==> src/rtl/magic_pkg.sv <==
// magic_pkg: shared types and width helpers for the MAGIC NOR/INV sequencer
package magic_pkg;
  function automatic int cw_of(input int ncells);
    return ncells > 1 ? $clog2(ncells) : 1;
  endfunction
  function automatic int pw_of(input int depth);
    return depth > 1 ? $clog2(depth) : 1;
  endfunction
  localparam int CELL_W = cw_of(32);
  typedef enum logic [1:0] {OP_END, OP_INV, OP_NOR, OP_ILL} op_t;
  typedef struct packed {
    op_t op;
    logic [CELL_W-1:0] src_a;
    logic [CELL_W-1:0] src_b;
    logic [CELL_W-1:0] dst;
  } instr_t;
  typedef enum logic [2:0] {S_IDLE, S_LOAD, S_INIT, S_EVAL, S_DONE} state_t;
endpackage

==> src/rtl/magic_cell_array.sv <==
// magic_cell_array: memristive bit-cells with input load, MAGIC init/eval write and read ports
module magic_cell_array
  import magic_pkg::*;
#(
  parameter int NCELLS = 32,
  parameter int NIN = 5,
  localparam int CW = cw_of(NCELLS)
) (
  input  logic           clk,
  input  logic           rst,
  input  logic           load_en,
  input  logic [NIN-1:0] load_bits,
  input  logic [CW-1:0]  ra_addr,
  input  logic [CW-1:0]  rb_addr,
  output logic           ra,
  output logic           rb,
  input  logic           w_en,
  input  logic           w_init,
  input  logic [CW-1:0]  w_addr,
  input  logic           w_a,
  input  logic           w_b,
  input  logic [CW-1:0]  res_addr,
  output logic           res_bit
);
  logic [NCELLS-1:0] cells;
  logic w_val;
  assign ra = cells[ra_addr];
  assign rb = cells[rb_addr];
  assign w_val = w_init | (cells[w_addr] & ~(w_a | w_b));
  assign res_bit = (w_en && w_addr == res_addr) ? w_val : cells[res_addr];
  // cell update: bulk load of inputs, or set-to-1 / switch-only-to-0 gate write
  always_ff @(posedge clk) begin
    if (rst) cells <= '0;
    else begin
      if (load_en) cells[NIN-1:0] <= load_bits;
      if (w_en) cells[w_addr] <= w_val;
    end
  end
endmodule

==> src/rtl/magic_nor_sequencer.sv <==
// magic_nor_sequencer: runs a stored NOR/INV program on a MAGIC cell array, two cycles per gate
module magic_nor_sequencer
  import magic_pkg::*;
#(
  parameter int NCELLS = 32,
  parameter int NIN = 5,
  parameter int PROG_DEPTH = 32,
  localparam int CW = cw_of(NCELLS),
  localparam int PW = pw_of(PROG_DEPTH),
  localparam int IW = 2 + 3 * CW
) (
  input  logic           clk,
  input  logic           rst,
  input  logic           prog_we,
  input  logic [PW-1:0]  prog_addr,
  input  logic [IW-1:0]  prog_wdata,
  input  logic [NIN-1:0] in_bits,
  input  logic [CW-1:0]  res_sel,
  input  logic           start,
  output logic           busy,
  output logic           done,
  output logic           result,
  output logic           err
);
  state_t state, nxt;
  logic [PW-1:0] pc;
  logic [CW-1:0] res_q;
  logic [IW-1:0] mem [PROG_DEPTH];
  logic [IW-1:0] ins;
  op_t op;
  logic [CW-1:0] sa, sb, sd;
  logic ca, cb, res_bit, bad, load_en, w_en, w_init;
  assign ins = mem[pc];
  assign op = op_t'(ins[IW-1 -: 2]);
  assign sa = ins[3*CW-1 -: CW];
  assign sb = ins[2*CW-1 -: CW];
  assign sd = ins[CW-1:0];
  assign bad = op == OP_ILL || int'(sa) >= NCELLS || int'(sb) >= NCELLS || int'(sd) >= NCELLS
             || sd == sa || (op == OP_NOR && sd == sb);
  assign load_en = state == S_LOAD;
  assign w_init = state == S_INIT;
  assign w_en = state == S_EVAL || (state == S_INIT && op != OP_END && !bad);
  assign busy = state == S_LOAD || state == S_INIT || state == S_EVAL;
  assign done = state == S_DONE;
  magic_cell_array #(.NCELLS(NCELLS), .NIN(NIN)) u_cells (
    .clk(clk), .rst(rst), .load_en(load_en), .load_bits(in_bits),
    .ra_addr(sa), .rb_addr(sb), .ra(ca), .rb(cb),
    .w_en(w_en), .w_init(w_init), .w_addr(sd), .w_a(ca), .w_b(op == OP_NOR && cb),
    .res_addr(res_q), .res_bit(res_bit)
  );
  // next-state: INIT aborts to DONE on END or a bad instruction, EVAL ends after the last slot
  always_comb begin
    nxt = state == S_IDLE ? (start ? S_LOAD : S_IDLE)
        : state == S_LOAD ? S_INIT
        : state == S_INIT ? ((op == OP_END || bad) ? S_DONE : S_EVAL)
        : state == S_EVAL ? (pc == PW'(PROG_DEPTH - 1) ? S_DONE : S_INIT)
        : S_IDLE;
  end
  // state, pc, latched result select, sticky error and result captured on entry to DONE
  always_ff @(posedge clk) begin
    if (rst) begin
      state <= S_IDLE;
      pc <= '0;
      res_q <= '0;
      result <= 1'b0;
      err <= 1'b0;
    end else begin
      state <= nxt;
      if (state == S_IDLE && start) begin
        res_q <= res_sel;
        err <= 1'b0;
        pc <= '0;
      end
      if (state == S_INIT && op != OP_END && bad) err <= 1'b1;
      if (state == S_EVAL) pc <= pc + 1'b1;
      if (nxt == S_DONE) result <= res_bit;
    end
  end
  // program memory is writable only while idle and is never cleared
  always_ff @(posedge clk) begin
    if (prog_we && state == S_IDLE) mem[prog_addr] <= prog_wdata;
  end
endmodule
==> config.mk <==
export PLATFORM = sky130hd
export DESIGN_NAME = magic_nor_sequencer
export DESIGN_NICKNAME = d
export VERILOG_FILES = /design/src/rtl/magic_pkg.sv /design/src/rtl/magic_cell_array.sv /design/src/rtl/magic_nor_sequencer.sv
export SDC_FILE = /design/constraint.sdc
export NUM_CORES = 1
export LEC_CHECK = 0
export BUFFER_PORTS_ARGS = -buffer_cell sky130_fd_sc_hd__buf_4
export CORE_UTILIZATION = 30
export DETAILED_ROUTE_END_ITERATION = 10
export SYNTH_ARGS = -nofsm -noshare
export SYNTH_HDL_FRONTEND = slang
export SYNTH_SLANG_ARGS = --single-unit
==> constraint.sdc <==
create_clock -name clk -period 9 [get_ports clk]
set_clock_uncertainty 0.1 [all_clocks]
set_input_delay 0.9 -clock clk [delete_from_list [all_inputs] [get_ports clk]]
set_output_delay 0.9 -clock clk [all_outputs]
set_load 0.03 [all_outputs]
==> results of run 1 <==
## area by class of cell
cell class	instances	area, sq um
Fill cell	7682	53960
Sequential cell	596	17390
Multi-Input combinational cell	703	7187
Clock buffer	64	1474
Tap cell	1070	1339
Timing Repair Buffer	84	630.6
Clock inverter	44	511.7
Inverter	4	15.01
## cells by family (layout without fill, tap and decap cells)
| group | count (synthesis) | after routing | share of synthesized area |
|---|---|---|---|
| flops | 596 | 596 | 0.6903 |
| mux | 279 | 279 | 0.1783 |
| simple gates | 237 | 237 | 0.04558 |
| compound gates | 168 | 168 | 0.05095 |
| buf+inv | 80 | 196 | 0.02798 |
| xor+xnor | 16 | 16 | 0.005566 |
| fa+ha+maj | 3 | 3 | 0.001392 |
## state kept, by name, indices dropped and copies added (netlist names), named ones only
name	flops
err	1
state	3
mem	544
result	1
res_q	5
pc	5
u_cells.cells	32
## power by group
group	internal, uW	switching, uW
Combinational	53.0	115
Clock	1450	1070
Sequential	3040	16.0
## per-stage QoR
step           std cells  hold slack (ns)  worst slack [ns]
2_1_floorplan       1379           0.3547             5.143
3_3_place_gp        2457           0.3903             3.052
3_5_place_dp        2457           0.3879             2.988
4_1_cts             2565           0.4057             2.992
5_1_grt             2565           0.4333             2.705
6_report            2565           0.4066             2.955
## Yosys cell counts (6+ instances only)
cell,number
clkbuf_1,11
nand2_1,66
edfxtp_1,544
buf_6,24
buf_2,12
a22oi_1,30
buf_12,8
and2_1,9
mux4_1,43
mux2i_1,142
nor2_1,73
a21oi_1,43
mux4_2,77
a311oi_2,10
nand3_1,26
nor2b_1,16
a31oi_1,8
mux2_2,16
o22ai_1,9
buf_4,12
dfxtp_1,52
and3_1,7
o21ai_0,9
buf_1,6
xor2_1,6
nor3_1,7
a311oi_1,19
xnor2_1,10
## worst max-delay path, stage by stage, from the launching register on
cell,delay [ns]
dfxtp_4,0.91
buf_4,0.72
nor2b_1,0.10
a2111oi_0,0.64
o31ai_2,0.24
nor2_2,0.91
mux2_2,0.44
o2bb2ai_1,0.13
and2_1,0.15
o311a_2,0.42
a21oi_4,0.83
a311oi_1,0.23
## layer usage
| layer | up-vias | track usage | part of all wire |
|---|---|---|---|
| li1 | 5789 | - | - |
| met1 | 7192 | 0.2217 | 0.46 |
| met3 | 85 | 0.02124 | 0.066 |
| met2 | 555 | 0.2285 | 0.46 |
| met4 | 0 | 0.03928 | 0.021 |
| met5 | - | 0 | 0 |
## worst min-delay path by stage
stage / startpoint / cells past startpoint / to / slack, ns
after floorplan: pc[3]$_SDFFE_PP0N_ / 1 / flip-flop / 0.35
after global placement: pc[3]$_SDFFE_PP0N_ / 1 / pc[3]$_SDFFE_PP0N_ / 0.39
after detailed placement: pc[3]$_SDFFE_PP0N_ / 1 / pc[3]$_SDFFE_PP0N_ / 0.39
after CTS: pc[3]$_SDFFE_PP0N_ / 1 / flip-flop / 0.41
after global routing: pc[4]$_SDFFE_PP0N_ / 2 / flip-flop / 0.43
final: pc[4]$_SDFFE_PP0N_ / 2 / flip-flop / 0.41
==> flow_summary.ini, run 1 <==
[placed_design]
routabilityCongestion = 0.8452
io_buffers = 39
place_area_sq_mm = 0.02656
dpl.hpwl_mm = 39.04

[yosys]
synth_area_leaders = edfxtp_1 65%, mux4_2 6.9%, mux2i_1 5.6%
synth_area_sq_mm = 0.02517
syn-num-nets = 1417
synth_cell_type_count = 76
synth-edff-count = 544
yosysSeqAreaShare = 0.6903
yosysWarnings = 0
yosysTopAreaCellShare = 0.6489
synth_area_leader_cell = edfxtp_1
syn_avg_cell_area_sq_um = 18.26
synth-seq-cells = 596
syn_inst = 1379
async_flop_share = 0
synth_ff_type = edfxtp_1

[worst_setup_path]
cp-end-kind = flip-flop
crit_path_start_kind = flip-flop
path_class = reg -> reg
ff2ff_setup_slack_ns = 2.95
worstPathMaxFanout = 50
crit_end = u_cells.cells[11]$_SDFFE_PP0P_
worst-endpoint-required_ns = 9.33
ff2ff_path_depth = 11
rr_endpoint = u_cells.cells[11]$_SDFFE_PP0P_
cp.arrival_ns = 6.38

[drt]
drt_pass1_iterations = 5
routed_wl_mm = 64.63
vias = 13620
drc_errors = 0
drt_iter0_markers = 1564
vias_per_cell = 5.310
post_drt_wl_per_cell_um = 25.20
ant_nets = 0

[finish]
n_antenna_cell = 0
finish.utilization = 0.3460
post-route-cell-area_sq_mm = 0.02855
drive_gt1_frac = 0.2301
nNetsFinal = 1484
layout_common_cells = 544 x edfxtp_1, 142 x mux2i_1, 84 x buf_4
mostFrequentLayoutCell = edfxtp_1
area_growth_pct = 13.39

[power_and_ir_drop]
power_uw = 5740
p_leak_uw = 0.008712
p_per_area_mw_per_mm2 = 201.1
vdd_drop_max_mv = 0.1485

[timing]
min_period_ns = 6.045
setup_viol = 0
finalHoldViolations = 0
worstMarginPinSlew_ns = 1.155
post-route-period-util = 0.6717
setup_tns_ns = 0
fmax_mhz = 165.4
slew_violations = 0
max_slew_margin = 0.2282
grt_setup_unrepaired = false

[global_routing]
grt_pass1_vias = 13290
grt_max_degree = 54
grt_usage = 0.1494
grt_pass1_wl_mm = 93.37
antenna_found_initial = 0
grt.overflow.total = 0

[floorplanning]
die_w_um = 291.7
row_count = 105
die_y_um = 291.7
core_sq_mm = 0.08250
start_util = 0.3051
die-area_sq_mm = 0.08508
io_pins = 40

[clock_tree]
cts_resized = 0
clock_latency_ns = 0.64
cts_tree = done
cts_max_level = 2
cts_hold_buf = 0
clock-sinks = 596
cts_buffer_depth = 3
cts_buffers = 57
root_buffer = clkbuf_16
cts_setup_buffers = 0
path_clk_slew_ns = 0.06

[outcome]
status = complete, no violations

[flow_run]
maxCapViolCount = 0

[worst_hold_path]
hp-class = reg -> reg
Power figures use the tool's default switching activity.
==> inputs of run 2 (changes only) <==
ABC_AREA = 1   (was default)
clock period = 4.88 ns   (was 9 ns; I/O delays follow)
==> run 2 against run 1 <==
- core utilization down 0.37 points
- critical path depth rose by 11
- via count increased by 34%
- clock-buffer cell count increased by 9
- sequential power is 85% higher
- largest cell class unchanged
==> flow_summary.ini, run 2 <==
[flow_run]
maxCapViolCount = 0

[worst_setup_path]
crit_path_start_kind = flip-flop
worst-path-stages = 22
cp.arrival_ns = 4.75
crit_buf_inv = 5
cpPeakStageDelay_ns = 0.44
cp-end-kind = flip-flop
cp_slowest_cell = dfxtp_4
path_class = reg -> reg
path_cells = buf_12 > nand2_1 > nand3_1 > nand3_1 > nand2_1 > nand2_1 > nand3_1 > nand2_1 > buf_4 > nand2_1 > nand2_1 > nand2_1 > inv_1 > nand3_1 > nand4_2 > nand2_1 > buf_4 > nand2_1 > inv_1 > nand2_1 > nor2_1 > nor2_1
worst-endpoint-required_ns = 5.26
worstPathMaxFanout = 171
crit_top_cell = nand2_1
crit_family = simple AND/OR/NAND/NOR gates
ff2ff_path_depth = 22

[global_routing]
antenna_found_initial = 0
use_met3 = 0.02010
met1_usage = 0.2248
met2_usage = 0.2568
grt.overflow.total = 0
grt_pass1_vias = 17180
grt-busiest-layer = met2
grt_usage = 0.1592
grt_pass1_wl_mm = 106.9
grt_max_degree = 172

[placed_design]
dpl.hpwl_mm = 40.77
routabilityCongestion = 0.9358
io_buffers = 39
place_area_sq_mm = 0.02738

[power_and_ir_drop]
p_clk_frac = 0.424
power_uw = 10590
p_per_area_mw_per_mm2 = 361.4
netSwitchingFraction = 0.2243
vdd_drop_max_mv = 0.3348
internal_power_uw = 8211
p_comb_frac = 0.043
p_sw_uw = 2374
seqPwrFrac = 0.533
p_leak_uw = 0.01067

[floorplanning]
die_w_um = 296.4
die_y_um = 296.4
start_util = 0.3039
io_pins = 40
die-area_sq_mm = 0.08785
row_count = 107
core_sq_mm = 0.08555

[yosys]
synth-seq-cells = 596
syn_inst = 2522
synth_area_sq_mm = 0.02600
synth_mux_area_frac = 0
synth_commonest_cells = 863 x nand2_1, 544 x edfxtp_1, 520 x nand3_1, 102 x nor2_1, 90 x inv_1
synth_top_family_by_area = simple AND/OR/NAND/NOR gates
yosysTopAreaCellShare = 0.6283
yosys.area_share.adder = 0.0009625
synth-edff-count = 544
synth_area_leaders = edfxtp_1 63%, nand2_1 12%, nand3_1 10%
synth_ff_type = edfxtp_1
synth_compound_area_frac = 0.03811
async_flop_share = 0
synth_area_leader_cell = edfxtp_1
syn-num-nets = 2560
yosysWarnings = 0
synth-simple-area-share = 0.2425
synth_cell_type_count = 32
yosysSeqAreaShare = 0.6683
synth_xor_area_frac = 0.001347
yosysMostFrequentCell = nand2_1
syn_avg_cell_area_sq_um = 10.31

[timing]
finalHoldViolations = 0
setup_tns_ns = 0
fmax_mhz = 229.1
slew_violations = 0
holdWs_ns = 0.06580
worstMarginPinSlew_ns = 1.181
grt_setup_unrepaired = false
min_period_ns = 4.365
max_slew_margin = 0.2121
post-route-period-util = 0.8946
setup_viol = 0

[drt]
drt_iter0_markers = 1917
routed_wl_mm = 70.38
ant_nets = 0
vias = 18260
drc_errors = 0
vias_per_cell = 4.893
drt_pass1_iterations = 5
post_drt_wl_per_cell_um = 18.86

[clock_tree]
cts_tree = done
cts_setup_buffers = 0
root_buffer = clkbuf_16
clock-sinks = 596
cts_buffer_depth = 3
cts_max_level = 2
cts_resized = 0
cts_buffers = 60
cts_hold_buf = 0
clock_latency_ns = 0.67
path_clk_slew_ns = 0.06

[finish]
area_growth_pct = 12.64
layout_common_cells = 863 x nand2_1, 544 x edfxtp_1, 520 x nand3_1
post-route-cell-area_sq_mm = 0.02929
n_antenna_cell = 0
nNetsFinal = 2575
regMostFlops = mem
mostFrequentLayoutCell = nand2_1
largest_registers = mem: 544 flops, u_cells.cells: 32 flops
largest_reg_flops = 544
drive_gt1_frac = 0.08272

[worst_hold_path]
hold_depth = 3
hp-class = in -> reg

[outcome]
status = complete, no violations
==> run 2: changes by cell type in the layout (fill, tap and decap cells not counted), sizes merged, moves of 14 or more <==
cell,before,now
o21ai,9,98
nand2,67,866
a22oi,31,0
mux2i,143,0
nand3,26,521
inv,6,95
a21oi,47,61
a311oi,29,0
nor2,74,102
mux2,16,0
nor2b,16,0
mux4,120,0
==> run 2: final cells by class <==
cell class	instances	area [sq um]
multi-input cells	1687	7430
repair buffers	93	748.2
inverters	99	381.6
fillers	8480	56260
flip-flops and latches	596	17390
well taps	1144	1431
clock inverters	39	356.6
clock buffers	73	1550
==> run 2: per-layer routing <==
layer	share of wire	vias to the layer above
li1	-	8737
met1	0.45	8835
met3	0.059	95
met4	0.020	0
met2	0.47	589
met5	0	-
==> run 2: cell families (layout without fill, tap and decap cells) <==
kind of cell / Yosys count / count (layout)
AOI/OAI and AO/OA: 184 / 184
and+or+nand+nor: 1497 / 1497
DFF: 596 / 596
xor gates and xnor gates: 4 / 4
adders and majority gates: 2 / 2
buffers and inverters: 239 / 304
==> run 2: final timing paths <==
kind / slack [ns] / endpoint / startpoint
worst min register to register: 0.37 / err$_SDFFE_PP0P_ / err$_SDFFE_PP0P_
worst max register to register: 0.51 / u_cells.cells[4]$_SDFF_PP0_ / flip-flop
worst min-delay path: 0.07 / res_q[4]$_SDFFE_PP0P_ / res_sel[4]
worst max-delay path: 0.51 / u_cells.cells[4]$_SDFF_PP0_ / flip-flop
==> run 2: power by group through the flow <==
stage                     clock, uW  sequential (uW)  combinational, uW
after global placement            0             5750                449
after detailed placement          0             5750                453
final                          4490             5640                455
after global routing           4750             5640                505
after floorplan                   0             5740                273
after CTS                      4560             5640                454
==> run 2: stage by stage <==
| step | std cells | utilization | worst slack [ns] |
|---|---|---|---|
| after global placement | 3619 | 0.3200 | 0.6146 |
| final | 3731 | 0.3423 | 0.5146 |
| after global routing | 3731 | 0.3423 | 0.1586 |
| after floorplan | 2522 | - | 2.077 |
| after detailed placement | 3619 | 0.3200 | 0.6537 |
| after CTS | 3731 | 0.3423 | 0.6106 |
==> run 2: worst min-delay path: stages <==
cell	delay (ns)
buf_4	0.07
o21ai_0	0.07
a21oi_1	0.11
==> inputs of run 3 (changes only) <==
ABC_AREA = default   (was 1)
==> run 3 against run 2 <==
- power increased by 1.9%
- critical endpoint unchanged
- cell count decreased by 30%
- setup slack got worse by 0.11 ns
- clock power increased by 7.6%
- combinational power decreased by 28%
- sequential cell count unchanged
- non-clock buffer count increased by 21
- register-to-register slack got worse by 0.11 ns
- cell area decreased by 1.2%
- sequential power about the same
==> flow_summary.ini, run 3 (synthesis results as in run 1) <==
[clock_tree]
cts_buffers = 59
clock_latency_ns = 0.66
path_clk_slew_ns = 0.06
cts_max_level = 2
cts_tree = done
root_buffer = clkbuf_16
clock-sinks = 596
cts_buffer_depth = 3

[worst_setup_path]
path_class = reg -> reg
crit_path_start_kind = flip-flop
worstPathMaxFanout = 34
cp_slowest_cell = dfxtp_4
cpPeakStageDelay_ns = 0.73
worst-endpoint-required_ns = 5.23
path_cells = buf_12 > buf_4 > nor2b_1 > nand4_1 > nand3_1 > xor2_1 > nand2_1 > or4_4 > a31o_4 > and3_1 > a221oi_1 > a311oi_1
cp-end-kind = flip-flop
cp.arrival_ns = 4.83

[power_and_ir_drop]
p_leak_uw = 0.008927
vdd_drop_max_mv = 0.3493
p_per_area_mw_per_mm2 = 372.7
seqPwrFrac = 0.522
p_comb_frac = 0.030
p_sw_uw = 2254
p_clk_frac = 0.448
netSwitchingFraction = 0.2090
internal_power_uw = 8531

[finish]
regArea_sq_mm = 0.01739
largest_registers = mem: 544 flops, u_cells.cells: 32 flops
fillers = 7636
regMostFlops = mem
largest_reg_flops = 544
mostFrequentLayoutCell = edfxtp_1
nNetsFinal = 1516
area_growth_pct = 14.95
final_cells = 2596
n_antenna_cell = 0
finish.utilization = 0.3507
post-route-cell-area_sq_mm = 0.02894
multi_input_area_sq_mm = 0.007182
drive_gt1_frac = 0.2405
layout_common_cells = 544 x edfxtp_1, 142 x mux2i_1, 106 x buf_4

[placed_design]
place_area_sq_mm = 0.02686
dpl.hpwl_mm = 40.93
routabilityCongestion = 0.8204
io_buffers = 39
dp_cells = 2486

[timing]
min_period_ns = 4.480
fmax_mhz = 223.2
setup_tns_ns = 0
worstMarginPinSlew_ns = 1.112
max_slew_margin = 0.2579
grt_setup_unrepaired = false
slew_violations = 0
post-route-period-util = 0.9180
finalHoldViolations = 0
setup_viol = 0

[worst_hold_path]
hp-class = in -> reg

[global_routing]
grt.overflow.total = 0
grt_usage = 0.1530
antenna_found_initial = 2
grt_max_degree = 60
grt_pass1_vias = 13690
grt_pass1_wl_mm = 95.78

[floorplanning]
die_w_um = 291.7
die-area_sq_mm = 0.08508
row_count = 105
core_sq_mm = 0.08250
io_pins = 40
start_util = 0.3051
die_y_um = 291.7

[drt]
drt_iter0_markers = 1597
vias_per_cell = 5.260
vias = 13650
ant_nets = 0
drc_errors = 0
post_drt_wl_per_cell_um = 25.34
drt_pass1_iterations = 7
routed_wl_mm = 65.78

[outcome]
status = complete, no violations

[flow_run]
maxCapViolCount = 0
## run 3: cell count changes in the layout (fill, tap and decap cells not counted), sizes merged, moves of 21 or more
cell / before / now
nand2: 866 / 67
nand3: 521 / 26
mux2i: 0 / 143
mux4: 0 / 120
o21ai: 98 / 9
inv: 95 / 8
a22oi: 0 / 31
a311oi: 0 / 29
nor2: 102 / 74
buf: 93 / 114
## run 3: routing by layer
metal	part of all wire	track usage
met4	0.024	0.03928
met3	0.071	0.02809
met2	0.46	0.2359
met1	0.45	0.2216
met5	0.00014	0
## run 3: critical path: cells and delay by family, from the launching register on
| family | cells | cell delay [ns] |
|---|---|---|
| buffers and inverters | 2 | 0.46 |
| and+or+nand+nor | 6 | 2.09 |
| xor gates and xnor gates | 1 | 0.17 |
| DFF | 1 | 0.73 |
| AOI/OAI and AO/OA | 3 | 0.72 |
## run 3: path summary, 6_finish.rpt
path                      startpoint                     endpoint  slack, ns  cells after the start
setup reg to reg           flip-flop  u_cells.cells[4]$_SDFF_PP0_       0.40                     12
hold / removal            res_sel[3]        res_q[3]$_SDFFE_PP0P_       0.03                      3
setup / recovery           flip-flop  u_cells.cells[4]$_SDFF_PP0_       0.40                     12
hold reg to reg   pc[4]$_SDFFE_PP0N_                    flip-flop       0.39                      2
## run 3: what timing repair did
item,4_1_cts,5_1_grt
hold buffers,0,0
setup buffers,0,1
resized for setup,0,0
setup endpoints to repair,0,1
## run 3: layout make-up
class                           count  share of cell area
Sequential cell                   596              0.6009
Multi-Input combinational cell    703              0.2482
Clock buffer                       69             0.05232
Tap cell                         1070             0.04626
Timing Repair Buffer              114             0.03303
Clock inverter                     40             0.01877
Inverter                            4           0.0005189
## run 3: power by group through the flow
stage	registers, uW	clock network (uW)	logic [uW]
2_1_floorplan	5730	0	169
3_3_place_gp	5740	0	312
3_5_place_dp	5740	0	322
4_1_cts	5630	4900	323
5_1_grt	5630	5100	351
6_report	5630	4830	326
## run 3: through the flow
| step | worst slack (ns) | power, uW | hold WS, ns |
|---|---|---|---|
| after floorplan | 1.023 | 5899 | 0.3547 |
| after global placement | 0.2850 | 6053 | 0.3881 |
| after detailed placement | 0.2347 | 6066 | 0.3874 |
| after CTS | 0.2284 | 10860 | 0.004447 |
| after global routing | 0.1498 | 11080 | 0.03026 |
| final | 0.4000 | 10790 | 0.03116 |
